$ cat src/rtl/multdiv_stall_ctrl_if.sv
// Bundle of pipeline-side and multdiv-unit-side signals around the multdiv stall controller.
// The master modport is the controller; the slave modport is the pipeline and unit.
interface multdiv_stall_ctrl_if #(
   parameter int WIDTH = 32
);
   logic [31:0]      insn_dx;
   logic [WIDTH-1:0] operand_a;
   logic [WIDTH-1:0] operand_b;
   logic [WIDTH-1:0] md_result;
   logic             md_exception;
   logic             md_ready;
   logic             ctrl_mult;
   logic             ctrl_div;
   logic [WIDTH-1:0] md_operand_a;
   logic [WIDTH-1:0] md_operand_b;
   logic             stall;
   logic             busy;
   logic             wb_valid;
   logic [4:0]       wb_reg;
   logic [WIDTH-1:0] wb_data;
   logic             timeout_err;

   modport master (
      input  insn_dx, operand_a, operand_b, md_result, md_exception, md_ready,
      output ctrl_mult, ctrl_div, md_operand_a, md_operand_b, stall, busy,
             wb_valid, wb_reg, wb_data, timeout_err
   );

   modport slave (
      output insn_dx, operand_a, operand_b, md_result, md_exception, md_ready,
      input  ctrl_mult, ctrl_div, md_operand_a, md_operand_b, stall, busy,
             wb_valid, wb_reg, wb_data, timeout_err
   );
endinterface

$ cat src/rtl/multdiv_stall_ctrl.sv
// Launches the multi-cycle mul/div unit from DX, stalls the front of the pipe while it runs,
// and substitutes its result (or the rstatus exception code) for the ALU output into XM.
//
// state | meaning
// IDLE  | no op in flight; a mul/div in DX stalls and latches its operands
// START | one-cycle ctrl_mult/ctrl_div pulse to the unit
// WAIT  | waiting for md_ready, bounded by TIMEOUT cycles
// DONE  | pipe released for one cycle; result or exception goes to XM
module multdiv_stall_ctrl #(
   parameter int WIDTH   = 32,
   parameter int TIMEOUT = 40
) (
   input  logic                 clock,
   input  logic                 reset,
   multdiv_stall_ctrl_if.master bus
);
   typedef enum logic [1:0] {IDLE, START, WAIT, DONE} state_t;

   localparam int CW = $clog2(TIMEOUT + 1);

   state_t           state, state_nxt;
   logic [CW-1:0]    cnt;
   logic             op_div;
   logic [4:0]       rd_q;
   logic [WIDTH-1:0] opa_q, opb_q, res_q;
   logic             exc_q;
   logic             tout_q;

   logic             is_rtype, detect, timed_out;
   logic [4:0]       alu_op;

   logic             ctrl_mult, ctrl_div, stall, busy, wb_valid;
   logic [4:0]       wb_reg;
   logic [WIDTH-1:0] wb_data;

   assign is_rtype  = (bus.insn_dx[31:27] == 5'b00000);
   assign alu_op    = bus.insn_dx[6:2];
   // Gated by reset so stall drops the moment reset asserts, even with a mul/div sitting in DX.
   assign detect    = reset && is_rtype && (alu_op == 5'b00110 || alu_op == 5'b00111);
   assign timed_out = (cnt == CW'(TIMEOUT - 1));

   always_ff @(posedge clock or negedge reset) begin
      if (!reset) state <= IDLE;
      else        state <= state_nxt;
   end

   always_comb begin
      state_nxt = state;
      ctrl_mult = 1'b0;
      ctrl_div  = 1'b0;
      stall     = 1'b0;
      wb_valid  = 1'b0;
      wb_reg    = 5'd0;
      wb_data   = '0;
      case (state)
         IDLE: begin
            if (detect) begin
               stall     = 1'b1;
               state_nxt = START;
            end
         end
         START: begin
            ctrl_mult = ~op_div;
            ctrl_div  = op_div;
            stall     = 1'b1;
            state_nxt = WAIT;
         end
         WAIT: begin
            stall = 1'b1;
            if (bus.md_ready || timed_out) state_nxt = DONE;
         end
         DONE: begin
            // A clean result for $0 still releases the pipe but writes nothing.
            wb_valid  = exc_q | (rd_q != 5'd0);
            wb_reg    = exc_q ? 5'd30 : rd_q;
            wb_data   = exc_q ? (op_div ? WIDTH'(5) : WIDTH'(4)) : res_q;
            state_nxt = IDLE;
         end
         default: state_nxt = IDLE;
      endcase
   end

   always_ff @(posedge clock or negedge reset) begin
      if (!reset) begin
         cnt    <= '0;
         op_div <= 1'b0;
         rd_q   <= 5'd0;
         opa_q  <= '0;
         opb_q  <= '0;
         res_q  <= '0;
         exc_q  <= 1'b0;
         tout_q <= 1'b0;
      end else begin
         case (state)
            IDLE: begin
               if (detect) begin
                  op_div <= alu_op[0];
                  rd_q   <= bus.insn_dx[26:22];
                  opa_q  <= bus.operand_a;
                  opb_q  <= bus.operand_b;
                  res_q  <= '0;
                  exc_q  <= 1'b0;
               end
            end
            START: cnt <= '0;
            WAIT: begin
               cnt <= cnt + CW'(1);
               if (bus.md_ready) begin
                  res_q <= bus.md_result;
                  exc_q <= bus.md_exception;
               end else if (timed_out) begin
                  exc_q  <= 1'b1;
                  tout_q <= 1'b1;
               end
            end
            DONE: cnt <= '0;
            default: cnt <= '0;
         endcase
      end
   end

   assign busy = (state != IDLE);

   assign bus.ctrl_mult    = ctrl_mult;
   assign bus.ctrl_div     = ctrl_div;
   assign bus.md_operand_a = busy ? opa_q : '0;
   assign bus.md_operand_b = busy ? opb_q : '0;
   assign bus.stall        = stall;
   assign bus.busy         = busy;
   assign bus.wb_valid     = wb_valid;
   assign bus.wb_reg       = wb_reg;
   assign bus.wb_data      = wb_data;
   assign bus.timeout_err  = tout_q;
endmodule

$ cat src/flat_wrapper.sv
// flat-port wrapper written by rule: the top's interface ports become plain ports
module multdiv_stall_ctrl_flat 
#(
   parameter int WIDTH   = 32,
   parameter int TIMEOUT = 40
)
  (clock, reset, bus_insn_dx, bus_operand_a, bus_operand_b, bus_md_result, bus_md_exception, bus_md_ready, bus_ctrl_mult, bus_ctrl_div, bus_md_operand_a, bus_md_operand_b, bus_stall, bus_busy, bus_wb_valid, bus_wb_reg, bus_wb_data, bus_timeout_err);
  multdiv_stall_ctrl_if #(.WIDTH(WIDTH)) bus_i ();
  input  logic clock;
  input  logic reset;
  input wire logic [$bits(bus_i.insn_dx)-1:0] bus_insn_dx;
  input wire logic [$bits(bus_i.operand_a)-1:0] bus_operand_a;
  input wire logic [$bits(bus_i.operand_b)-1:0] bus_operand_b;
  input wire logic [$bits(bus_i.md_result)-1:0] bus_md_result;
  input wire logic [$bits(bus_i.md_exception)-1:0] bus_md_exception;
  input wire logic [$bits(bus_i.md_ready)-1:0] bus_md_ready;
  output wire logic [$bits(bus_i.ctrl_mult)-1:0] bus_ctrl_mult;
  output wire logic [$bits(bus_i.ctrl_div)-1:0] bus_ctrl_div;
  output wire logic [$bits(bus_i.md_operand_a)-1:0] bus_md_operand_a;
  output wire logic [$bits(bus_i.md_operand_b)-1:0] bus_md_operand_b;
  output wire logic [$bits(bus_i.stall)-1:0] bus_stall;
  output wire logic [$bits(bus_i.busy)-1:0] bus_busy;
  output wire logic [$bits(bus_i.wb_valid)-1:0] bus_wb_valid;
  output wire logic [$bits(bus_i.wb_reg)-1:0] bus_wb_reg;
  output wire logic [$bits(bus_i.wb_data)-1:0] bus_wb_data;
  output wire logic [$bits(bus_i.timeout_err)-1:0] bus_timeout_err;
  assign bus_i.insn_dx = bus_insn_dx;
  assign bus_i.operand_a = bus_operand_a;
  assign bus_i.operand_b = bus_operand_b;
  assign bus_i.md_result = bus_md_result;
  assign bus_i.md_exception = bus_md_exception;
  assign bus_i.md_ready = bus_md_ready;
  assign bus_ctrl_mult = bus_i.ctrl_mult;
  assign bus_ctrl_div = bus_i.ctrl_div;
  assign bus_md_operand_a = bus_i.md_operand_a;
  assign bus_md_operand_b = bus_i.md_operand_b;
  assign bus_stall = bus_i.stall;
  assign bus_busy = bus_i.busy;
  assign bus_wb_valid = bus_i.wb_valid;
  assign bus_wb_reg = bus_i.wb_reg;
  assign bus_wb_data = bus_i.wb_data;
  assign bus_timeout_err = bus_i.timeout_err;
  multdiv_stall_ctrl #(.WIDTH(WIDTH), .TIMEOUT(TIMEOUT)) u_core (.clock(clock), .reset(reset), .bus(bus_i));
endmodule
$ cat config.mk
export PLATFORM = sky130hd
export DESIGN_NAME = multdiv_stall_ctrl_flat
export DESIGN_NICKNAME = d
export VERILOG_FILES = /design/src/rtl/multdiv_stall_ctrl_if.sv /design/src/rtl/multdiv_stall_ctrl.sv /design/src/flat_wrapper.sv
export SDC_FILE = /design/constraint.sdc
export NUM_CORES = 1
export LEC_CHECK = 0
export CAP_MARGIN = 25
export CORE_UTILIZATION = 40
export DETAILED_ROUTE_END_ITERATION = 8
export PLACE_DENSITY = 0.84
export SLEW_MARGIN = 10
export SYNTH_ARGS = -nofsm -noshare
export SYNTH_HDL_FRONTEND = slang
export SYNTH_SLANG_ARGS = --single-unit
export TNS_END_PERCENT = 20
$ cat constraint.sdc
create_clock -name clock -period 3.5 [get_ports clock]
set_clock_uncertainty 0.05 [all_clocks]
set_input_delay 1.05 -clock clock [delete_from_list [all_inputs] [get_ports clock]]
set_output_delay 1.05 -clock clock [all_outputs]
set_load 0.03 [all_outputs]
* Word level (Yosys, flattened, before mapping)
Cells that the tools add are included. Widths: inputs -> output; s select.
Cells by class: muxes and demuxes 23, equal/unequal tests 10, $mul 0, add/sub/neg operators 1, bitwise operators 3, reduce and logical (&&, ||, !) cells 17, shift-type cells 0, div/mod/pow operators 0, $lt $le $gt $ge 0
Operators with widths (count):
- $mux 32 | 6
- $pmux 32 s2 | 1
- $pmux 6 s2 | 1
- $eq 5x3->1 const B | 2
- $mux 5 | 2
- $reduce_and 3->1 | 3
- $mux 1 | 8
- $pmux 2 s4 | 1
- $add 6x1->6 const B | 1
- $eq 6x6->1 const B | 1
- $reduce_bool 2->1 | 3
- $logic_not 5->1 | 1
- $reduce_bool 5->1 | 1
- $eq 2x2->1 const B | 2
- $mux 2 | 2
- $ne 2x1->1 const B | 2
- $pmux 1 s2 | 2
- $reduce_and 2->1 | 2
- $reduce_or 2->1 | 2
- $ne 3x2->1 const B | 1
- $eq 2x1->1 const B | 1
- $logic_and 1x1->1 | 2
- $logic_not 2->1 | 1
- $logic_or 1x1->1 | 2
- other kinds (3) | 4
Word-level totals: memories 0, memory bits (read-only) 0, latch bits 0, bits in registers 112, logic and storage cells 63, input bits 132, memory bits (writable) 0

* Logic depth before layout (Yosys ltp)
Gate-level depths: netlist (run 1).
word-level depth 5, gate-level depth with buffers 8, mapped depth without buffers 6

* Least setup slack after synthesis (run 1)
No wires, ideal clock.
kind input to output, start input bus_insn_dx[28], end output bus_stall, path slack 0.084 ns, required time 2.400 ns, stages 4, path buffers 1, arrival 2.316 ns, cells stage by stage nor4_4 > nand4_4 > buf_6 > a21oi_1
On the way: longest elaborated chain between the ends 5
RTL lines:
- start, declared | line flat_wrapper.sv:11 | input wire logic [$bits(bus_i.insn_dx)-1:0] bus_insn_dx;
- $logic_not 5->1 | line multdiv_stall_ctrl.sv:36 | assign is_rtype = (bus.insn_dx[31:27] == 5'b00000);
- $logic_and 1x1->1 (2 in a row) | line multdiv_stall_ctrl.sv:39 | assign detect = reset && is_rtype && (alu_op == 5'b00110 || alu_op == 5'b00111);
- $mux 1 | line multdiv_stall_ctrl.sv:57 | if (detect) begin
- $pmux 1 s2 | line multdiv_stall_ctrl.sv:55 | case (state)
- end, declared | line flat_wrapper.sv:21 | output wire logic [$bits(bus_i.stall)-1:0] bus_stall;
No other way between the ends.

* Final worst setup path (run 1)
start input bus_insn_dx[5], end output bus_stall
On the way: longest elaborated chain between the ends 5, elaborated cells on any way between the ends 6, classes of those cells 2 x eq/ne; 2 x mux; 2 x reduce/logical
RTL lines (line):
- $eq 5x3->1 | multdiv_stall_ctrl.sv:39
- $logic_or 1x1->1 * | multdiv_stall_ctrl.sv:39
- $logic_and 1x1->1 * | multdiv_stall_ctrl.sv:39
- $mux 1 * | multdiv_stall_ctrl.sv:57
- $pmux 1 s2 * | multdiv_stall_ctrl.sv:55
Every way passes the cells marked *; elsewhere a longest branch is shown, timed or not.

==> run_results.csv, run 1 <==
group,metric,value,unit
synth,synth_xor_area_frac,0.00659,
timing,timing.hold.ws,0.433,ns
die,core_area,12800,sq um
place,dp_cells,840,
cts,cts_sinks,112,
place,portBuffers,221,
synth,seq_area_frac_synth,0.528,
timing,setup_viol,0,
critical_path,critPathMaxFanout,2,
cells_and_area,seqCellArea,2800,sq um
global_routing,grt_remaining_overflow,0,
synth,synth_compound_area_frac,0.0841,
critical_path,crit_path_start_kind,"primary input",
timing,period_minus_slack,3.40,ns
cells_and_area,fillers,1051,
global_routing,antenna_found_initial,0,
synth,synth_top_family_by_area,"simple AND/OR/NAND/NOR gates",
global_routing,first_global_vias,4261,
drt,remaining_drc_errors,0,
status,status,"complete, no violations",
cells_and_area,syn_to_final_growth,49.1,%
cells_and_area,multi_input_area,2340,sq um
cells_and_area,antenna_cells,0,
synth,muxShareOfSynthArea,0.152,
drt,drt_iter0_markers,173,
critical_path,endpoint_kind,"primary output",
synth,syn_area,5310,sq um
synth,yosysWarningCount,0,
die,dieArea,13700,sq um
synth,ys_ff_latch,112,
synth,synth_fa_ha_area_frac,0.0141,
critical_path,rr_worst_depth,6,
cts,clk_pin_slew,0.08,ns
timing,slew_headroom,0.401,
timing,max_slew.worst_pin.slew,0.899,ns
critical_path,critPathKind,"primary input to primary output",
cts,hold_buffers,0,
synth,ys_types,37,
cells_and_area,drive_gt1_frac,0.198,
synth,synthSimpleGateAreaFrac,0.179,
timing,fin_setup_tns,0,ns
power,power,0.00406,W
cts,cts_tree,"yes",
drt,vias,4259,
die,rows,41,
drt,wl_met3,1120,microns
cts,root_buffer,"clkbuf_16",
timing,hold_violations,0,
synth,async_reset_ff_frac,1.00,
synth,ys.flop_type,"dfrtp_1",
power,p_leak,3.67,nW
cts,clock_latency,0.35,ns
cells_and_area,mostFrequentLayoutCell,"clkdlybuf4s50_1",
min_path,hold_path.class,"register to register",
timing,fin_crit_sh,0.971,
critical_path,cp.arrival,2.30,ns
power,power_density,513,nW/um^2
global_routing,grt_max_degree,71,
synth,postSynthCellCount,471,
global_routing,track_usage,0.200,
synth,syn-num-nets,609,
place,dp_hpwl,9800,microns
drt,wl_met2,6790,microns
cts,htreeDepth,3,
drt,drt-met1-wl,5470,microns
die,die_y,117,microns
power,peakVddDrop,0.000263,V
critical_path,required,2.40,ns
drt,drt_wl_total,13700,microns
cts,clk_path_buf_depth,2,
drt,route.top_layer_used,"met4",
timing,rsz0062_at_grt,"no",
synth,synth_edf_count,0,
die,io_pins,239,
synth,avgSynthCellArea,11.3,sq um
drt,antenna_left,0,
drt,wl_per_cell,15.9,microns
cts,cts_made_buffers,9,
drt,first_pass_iters,4,
min_path,holdPathStages,1,
cells_and_area,layout_common_cells,"clkdlybuf4s50_1, dfrtp_1, nor2b_1",
cells_and_area,fin_util,0.620,
cells_and_area,fin_cells,858,
drt,vias_per_cell,4.96,
flow_run,timing.max_cap.violations,0,
die,start_util,0.416,
place,place.gp.congestion,0.713,
die,die_x,117,microns
global_routing,grt_pass1_wl,20900,microns
timing,slew_violations,0,
cells_and_area,layout.nets,819,
timing,max_clock_freq,0.294,GHz
[path summary, 6_finish.rpt]
path                                                     from                            endpoint  slack [ns]
max reg2reg                       u_core.state[0]$_DFFE_PN0P_        u_core.opa_q[11]$_DFFE_PN0P_        1.08
max in group asynchronous                               reset        u_core.opb_q[15]$_DFFE_PN0P_        1.38
min in group asynchronous                               reset        u_core.res_q[24]$_DFFE_PN0P_        0.75
min                        u_core.bus.timeout_err$_DFFE_PN0P_  u_core.bus.timeout_err$_DFFE_PN0P_        0.43
max                                            bus_insn_dx[5]                           bus_stall        0.10
min reg2reg                u_core.bus.timeout_err$_DFFE_PN0P_  u_core.bus.timeout_err$_DFFE_PN0P_        0.43
[state kept, by name, indices dropped and copies added (netlist names)]
register,flops
u_core.bus.timeout_err,1
u_core.cnt,6
u_core.exc_q,1
u_core.op_div,1
u_core.opa_q,32
u_core.opb_q,32
u_core.rd_q,5
u_core.res_q,32
u_core.state,2
[final cells by class]
cell class / instances / share of cell area
Tap cell: 172 / 0.0272
Multi-Input combinational cell: 318 / 0.296
Timing Repair Buffer: 235 / 0.285
Sequential cell: 112 / 0.354
Inverter: 5 / 0.00237
Clock inverter: 6 / 0.00537
Clock buffer: 10 / 0.0302
[synth_stat cells, types with 3 or more instances]
| library cell | number | area (sq um) |
|---|---|---|
| o21a_1 | 5 | 37.5 |
| dfrtp_1 | 112 | 2800 |
| mux2_1 | 6 | 67.6 |
| inv_1 | 5 | 18.8 |
| and2_1 | 32 | 200 |
| nor2_1 | 7 | 26.3 |
| xor2_1 | 3 | 26.3 |
| buf_6 | 4 | 45.0 |
| o21ai_0 | 65 | 325 |
| mux2_2 | 64 | 721 |
| buf_4 | 3 | 22.5 |
| clkbuf_1 | 29 | 109 |
| nor2b_1 | 69 | 432 |
| nand3_1 | 32 | 160 |
| nand2_1 | 4 | 15.0 |
| ha_1 | 6 | 75.1 |
[critical path: stages]
cell,delay (ns)
clkdlybuf4s50_1,0.39
and4bb_2,0.34
nand4_4,0.14
a21oi_4,0.22
buf_12,0.14
[per-stage QoR]
step	setup slack, ns	instance area, sq um
2_1_floorplan	0.0845	5310
3_3_place_gp	-0.0997	7600
3_5_place_dp	-0.148	7600
4_1_cts	0.00903	7900
5_1_grt	0.0240	7920
6_report	0.103	7920
[routing by layer]
layer,vias up,global-route usage
met5,-,0
met4,0,0.0886
met3,20,0.0654
met2,154,0.337
met1,2061,0.232
li1,2024,-
[logic make-up (layout without fill, tap and decap cells)]
| family | Yosys count | after routing |
|---|---|---|
| fa+ha+maj | 6 | 6 |
| buf+inv | 41 | 256 |
| compound gates | 81 | 81 |
| simple gates | 155 | 155 |
| xor+xnor | 4 | 4 |
| mux | 72 | 72 |
| flops | 112 | 112 |
[power by group]
| group | total (W) | internal [W] | switching [W] |
|---|---|---|---|
| sequential | 0.00155 | 0.00145 | 0.0000983 |
| clock | 0.000983 | 0.000504 | 0.000478 |
| combinational | 0.00153 | 0.000578 | 0.000952 |
[timing repair]
item	CTS	global route
buffers inserted	1	0
resized for setup	3	2
endpoints found under the setup margin	1	1
pin swaps	3	3
Note: power is estimated with default switching activity, not from simulation.
==> run 2, diff against run 1 <==
--- a/config.mk
+++ b/config.mk
@@ -8,6 +8,7 @@
 export CAP_MARGIN = 25
 export CORE_UTILIZATION = 40
 export DETAILED_ROUTE_END_ITERATION = 8
+export MAX_ROUTING_LAYER = met4
 export PLACE_DENSITY = 0.84
 export SLEW_MARGIN = 10
 export SYNTH_ARGS = -nofsm -noshare
==> run 2 against run 1 <==
  * Highest routed layer unchanged
  * Design area did not move
  * Global-route usage rose by 0.59 points
  * Die area did not move
  * Register-to-register slack barely moved
  * Clock-buffer cell count did not move
==> run_results.csv, run 2 (synthesized netlist as in run 1, its figures left out) <==
group,metric,value,unit
timing,period_minus_slack,3.39,ns
cells_and_area,mostFrequentLayoutCell,"clkdlybuf4s50_1",
drt,remaining_drc_errors,0,
place,place.gp.congestion,0.721,
cts,root_buffer,"clkbuf_16",
critical_path,critPathKind,"primary input to primary output",
power,clkPwrFrac,0.242,
die,io_pins,239,
power,peakVddDrop,0.000265,V
cells_and_area,syn_to_final_growth,49.1,%
flow_run,timing.max_cap.violations,0,
drt,antenna_left,0,
power,swShare,0.376,
global_routing,track_usage,0.206,
timing,max_slew.worst_pin.slew,0.907,ns
power,p_int,0.00253,W
critical_path,critPathMaxFanout,2,
die,start_util,0.416,
cts,clock_latency,0.35,ns
power,p_switching,0.00153,W
die,core_area,12800,sq um
cells_and_area,stdcell_area,7920,sq um
cells_and_area,drive_gt1_frac,0.198,
timing,max_clock_freq,0.295,GHz
timing,fin_crit_sh,0.969,
place,dp_slack,-0.148,ns
min_path,hold_path.class,"register to register",
place,placedInstanceArea,7600,sq um
timing,setup_viol,0,
global_routing,antenna_found_initial,0,
timing,timing.hold.ws,0.433,ns
cts,cts_made_buffers,9,
global_routing,first_global_vias,4292,
global_routing,grt_max_degree,71,
critical_path,crit_path_start_kind,"primary input",
cells_and_area,antenna_cells,0,
cells_and_area,layout_common_cells,"clkdlybuf4s50_1, dfrtp_1, nor2b_1",
drt,drt_iter0_markers,208,
drt,vias_per_cell,4.96,
cells_and_area,largest_registers,"u_core.opa_q (32), u_core.opb_q (32), u_core.res_q (32)",
die,die_y,117,microns
power,pwr-share-seq,0.382,
cells_and_area,layout.nets,819,
cts,cts_tree,"yes",
timing,hold_violations,0,
critical_path,r2r_slack,1.08,ns
die,rows,41,
die,die_x,117,microns
timing,fin_ws,0.110,ns
power,p_comb_frac,0.376,
global_routing,grt_remaining_overflow,0,
power,power_density,513,nW/um^2
critical_path,required,2.40,ns
timing,fin_setup_tns,0,ns
cts,clk_path_buf_depth,2,
power,p_leak,3.67,nW
die,dieArea,13700,sq um
power,power,0.00406,W
timing,slew_violations,0,
status,status,"complete, no violations",
drt,first_pass_iters,6,
timing,rsz0062_at_grt,"no",
place,portBuffers,221,
drt,wl_per_cell,15.9,microns
critical_path,cp.arrival,2.29,ns
drt,drt_wl_total,13700,microns
global_routing,grt_pass1_wl,20800,microns
critical_path,endpoint_kind,"primary output",
drt,vias,4255,
cts,cts_sinks,112,
place,dp_hpwl,9800,microns
timing,slew_headroom,0.395,
cts,clk_pin_slew,0.08,ns
cts,htreeDepth,3,
run 2: stage by stage:
stage	instances	utilization
6_report	858	0.620
5_1_grt	858	0.620
4_1_cts	857	0.618
3_5_place_dp	840	0.595
3_3_place_gp	840	0.595
2_1_floorplan	471	-
run 2: final timing paths:
kind	start	end	cells after the start
hold reg to reg	u_core.bus.timeout_err$_DFFE_PN0P_	u_core.bus.timeout_err$_DFFE_PN0P_	1
max in group asynchronous	reset	u_core.opb_q[21]$_DFFE_PN0P_	3
hold / removal	u_core.bus.timeout_err$_DFFE_PN0P_	u_core.bus.timeout_err$_DFFE_PN0P_	1
min in group asynchronous	reset	u_core.res_q[24]$_DFFE_PN0P_	2
setup reg to reg	u_core.state[0]$_DFFE_PN0P_	u_core.opa_q[11]$_DFFE_PN0P_	6
setup / recovery	bus_insn_dx[5]	bus_stall	5
run 2: power groups by stage:
stage          logic (W)  registers [W]  clock network [W]
2_1_floorplan   0.000927        0.00153                  0
3_3_place_gp     0.00144        0.00156                  0
3_5_place_dp     0.00150        0.00157                  0
4_1_cts          0.00152        0.00155            0.00101
5_1_grt          0.00168        0.00157            0.00106
6_report         0.00153        0.00155           0.000982
run 2: worst max-delay path: stages:
cell and delay, ns:
clkdlybuf4s50_1 0.39, and4bb_2 0.34, nand4_4 0.14, a21oi_4 0.22, buf_12 0.14
run 2: area by class of cell:
cell class                      instances  area, sq um
Fill cell                            1051         4850
Sequential cell                       112         2800
Multi-Input combinational cell        318         2340
Timing Repair Buffer                  235         2260
Clock buffer                           10          239
Tap cell                              172          215
Clock inverter                          6         42.5
Inverter                                5         18.8
run 2: what timing repair did:
action,4_1_cts,5_1_grt
hold buffers,0,0
hold endpoints to repair,0,0
resized for setup,3,2
pin swaps,3,3
setup endpoints to repair,1,1
buffers inserted,1,0
run 2: per-layer routing:
metal  share of wire  vias to the layer above  GRT usage
met3           0.076                       23     0.0577
met4           0.022                        0     0.0911
li1                -                     2025          -
met1            0.41                     2056      0.236
met5               0                        -          -
met2            0.49                      151      0.336
==> run 3, diff against run 2 <==
--- a/config.mk
+++ b/config.mk
@@ -5,9 +5,11 @@
 export SDC_FILE = /design/constraint.sdc
 export NUM_CORES = 1
 export LEC_CHECK = 0
+export ABC_CLOCK_PERIOD_IN_PS = 3800
 export CAP_MARGIN = 25
 export CORE_UTILIZATION = 40
 export DETAILED_ROUTE_END_ITERATION = 8
+export GPL_TIMING_DRIVEN = 0
 export MAX_ROUTING_LAYER = met4
 export PLACE_DENSITY = 0.84
 export SLEW_MARGIN = 10
==> constraint.sdc (replaced) <==
create_clock -name clock -period 3.8 [get_ports clock]
set_clock_uncertainty 0.05 [all_clocks]
set_input_delay 1.14 -clock clock [delete_from_list [all_inputs] [get_ports clock]]
set_output_delay 1.14 -clock clock [all_outputs]
set_load 0.03 [all_outputs]
==> run 3 against run 2 <==
  * Sequential share of layout area fell by 0.77 points
  * Utilization is 1.4 points higher
  * Flip-flop and latch count stayed put
  * Clock-buffer cell count is 1 lower
  * Critical path type unchanged
  * Critical endpoint unchanged
==> run_results.csv, run 3 (synthesized netlist as in run 1, its figures left out) <==
group,metric,value,unit
drt,first_pass_iters,4,
power,p_leak,3.70,nW
power,power_density,460,nW/um^2
drt,drt_iter0_markers,256,
timing,fin_ws,0.0675,ns
die,rows,41,
timing,slew_headroom,0.637,
critical_path,critPathKind,"primary input to primary output",
critical_path,crit_path_start_kind,"primary input",
global_routing,antenna_found_initial,0,
critical_path,endpoint_kind,"primary output",
global_routing,grt_remaining_overflow,0,
drt,wl_met3,998,microns
power,power,0.00372,W
drt,wl_met2,7230,microns
die,die_x,117,microns
place,dp_hpwl,10800,microns
drt,route.top_layer_used,"met4",
cts,clk_path_buf_depth,2,
die,io_pins,239,
timing,period_minus_slack,3.73,ns
place,dp_slack,-0.886,ns
place,portBuffers,220,
cells_and_area,drive_gt1_frac,0.149,
cts,root_buffer,"clkbuf_16",
cts,cts_tree,"yes",
timing,slew_violations,0,
cells_and_area,fin_cells,883,
cells_and_area,fin_util,0.634,
drt,antenna_left,0,
critical_path,cp.arrival,2.54,ns
die,dieArea,13700,sq um
place,place.gp.congestion,0.795,
cts,clk_pin_slew,0.07,ns
cts,clock_latency,0.35,ns
drt,drt_wl_total,14200,microns
timing,max_clock_freq,0.268,GHz
critical_path,required,2.61,ns
global_routing,track_usage,0.218,
cells_and_area,largest_registers,"u_core.opa_q (32), u_core.opb_q (32), u_core.res_q (32)",
place,dp_cells,864,
die,die_y,117,microns
drt,drt-met1-wl,5740,microns
cts,cts_made_buffers,9,
timing,hold_violations,0,
cts,hold_buffers,0,
drt,vias,4357,
die,core_area,12800,sq um
critical_path,critPathMaxFanout,3,
power,peakVddDrop,0.000364,V
cts,htreeDepth,3,
flow_run,timing.max_cap.violations,0,
cells_and_area,layout.nets,844,
critical_path,r2r_slack,1.58,ns
cells_and_area,layout_common_cells,"clkdlybuf4s50_1, dfrtp_1, nor2b_1",
global_routing,grt_pass1_wl,21900,microns
die,start_util,0.416,
drt,vias_per_cell,4.93,
status,status,"complete, no violations",
global_routing,grt_max_degree,68,
timing,max_slew.worst_pin.slew,0.539,ns
timing,fin_crit_sh,0.982,
timing,setup_viol,0,
cts,cts_sinks,112,
cells_and_area,mostFrequentLayoutCell,"clkdlybuf4s50_1",
drt,remaining_drc_errors,0,
cells_and_area,syn_to_final_growth,52.4,%
global_routing,first_global_vias,4427,
timing,rsz0062_at_grt,"yes",
cells_and_area,antenna_cells,0,
drt,wl_per_cell,16.1,microns
min_path,hold_path.class,"register to register",
-- run 3: cell count changes in the layout (fill, tap and decap cells not counted), sizes merged --
cell,change
dlygate4sd2,-1
clkbuf,+28
clkdlybuf4s50,+27
dlymetal6s2s,+4
buf,-34
clkinv,+1
-- run 3: routing by layer --
layer,vias to the layer above,global-route usage
met5,-,-
met1,2087,0.251
met3,24,0.0675
met4,0,0.0700
met2,172,0.362
li1,2074,-
-- run 3: layout make-up --
class	instances	area [sq um]
fill	1001	4680
tap	172	215
inverter	5	18.8
multi-input combinational	318	2320
clock buffer	9	225
sequential	112	2800
buffer	36	188
clock inverter	7	57.6
timing repair buffer	224	2270
-- run 3: worst paths after layout --
kind / from / cells past startpoint / endpoint
max: bus_insn_dx[5] / 6 / bus_stall
min in group asynchronous: reset / 1 / u_core.opb_q[27]$_DFFE_PN0P_
max in group asynchronous: reset / 2 / u_core.opb_q[19]$_DFFE_PN0P_
max reg2reg: u_core.state[0]$_DFFE_PN0P_ / 8 / u_core.res_q[26]$_DFFE_PN0P_
min reg2reg: u_core.opb_q[1]$_DFFE_PN0P_ / 1 / u_core.opb_q[1]$_DFFE_PN0P_
min: u_core.opb_q[1]$_DFFE_PN0P_ / 1 / u_core.opb_q[1]$_DFFE_PN0P_
-- run 3: report_power, final --
group | internal (W) | switching, W
Sequential | 0.00134 | 0.0000814
Combinational | 0.000513 | 0.000899
Clock | 0.000452 | 0.000442
Total | 0.00230 | 0.00142
-- run 3: metrics by stage --
step | TNS (ns) | cell area (sq um) | hold WS, ns
final | 0 | 8100 | 0.433
after global routing | -0.0186 | 8100 | 0.455
after global placement | -644.36 | 7730 | 0.404
after floorplan | 0 | 5310 | 0.406
after CTS | -0.0990 | 8060 | 0.440
after detailed placement | -0.886 | 7760 | 0.423
-- run 3: repair_timing --
| action | 4_1_cts | 5_1_grt |
|---|---|---|
| buffers inserted | 2 | 1 |
| resized for setup | 12 | 11 |
| endpoints found under the setup margin | 51 | 53 |
| pin swaps | 2 | 2 |
-- run 3: worst max-delay path: stages --
cell and delay (ns):
clkdlybuf4s50_1 0.39, and4bb_2 0.38, nand4_4 0.13, buf_8 0.14, a21oi_1 0.15, buf_4 0.20
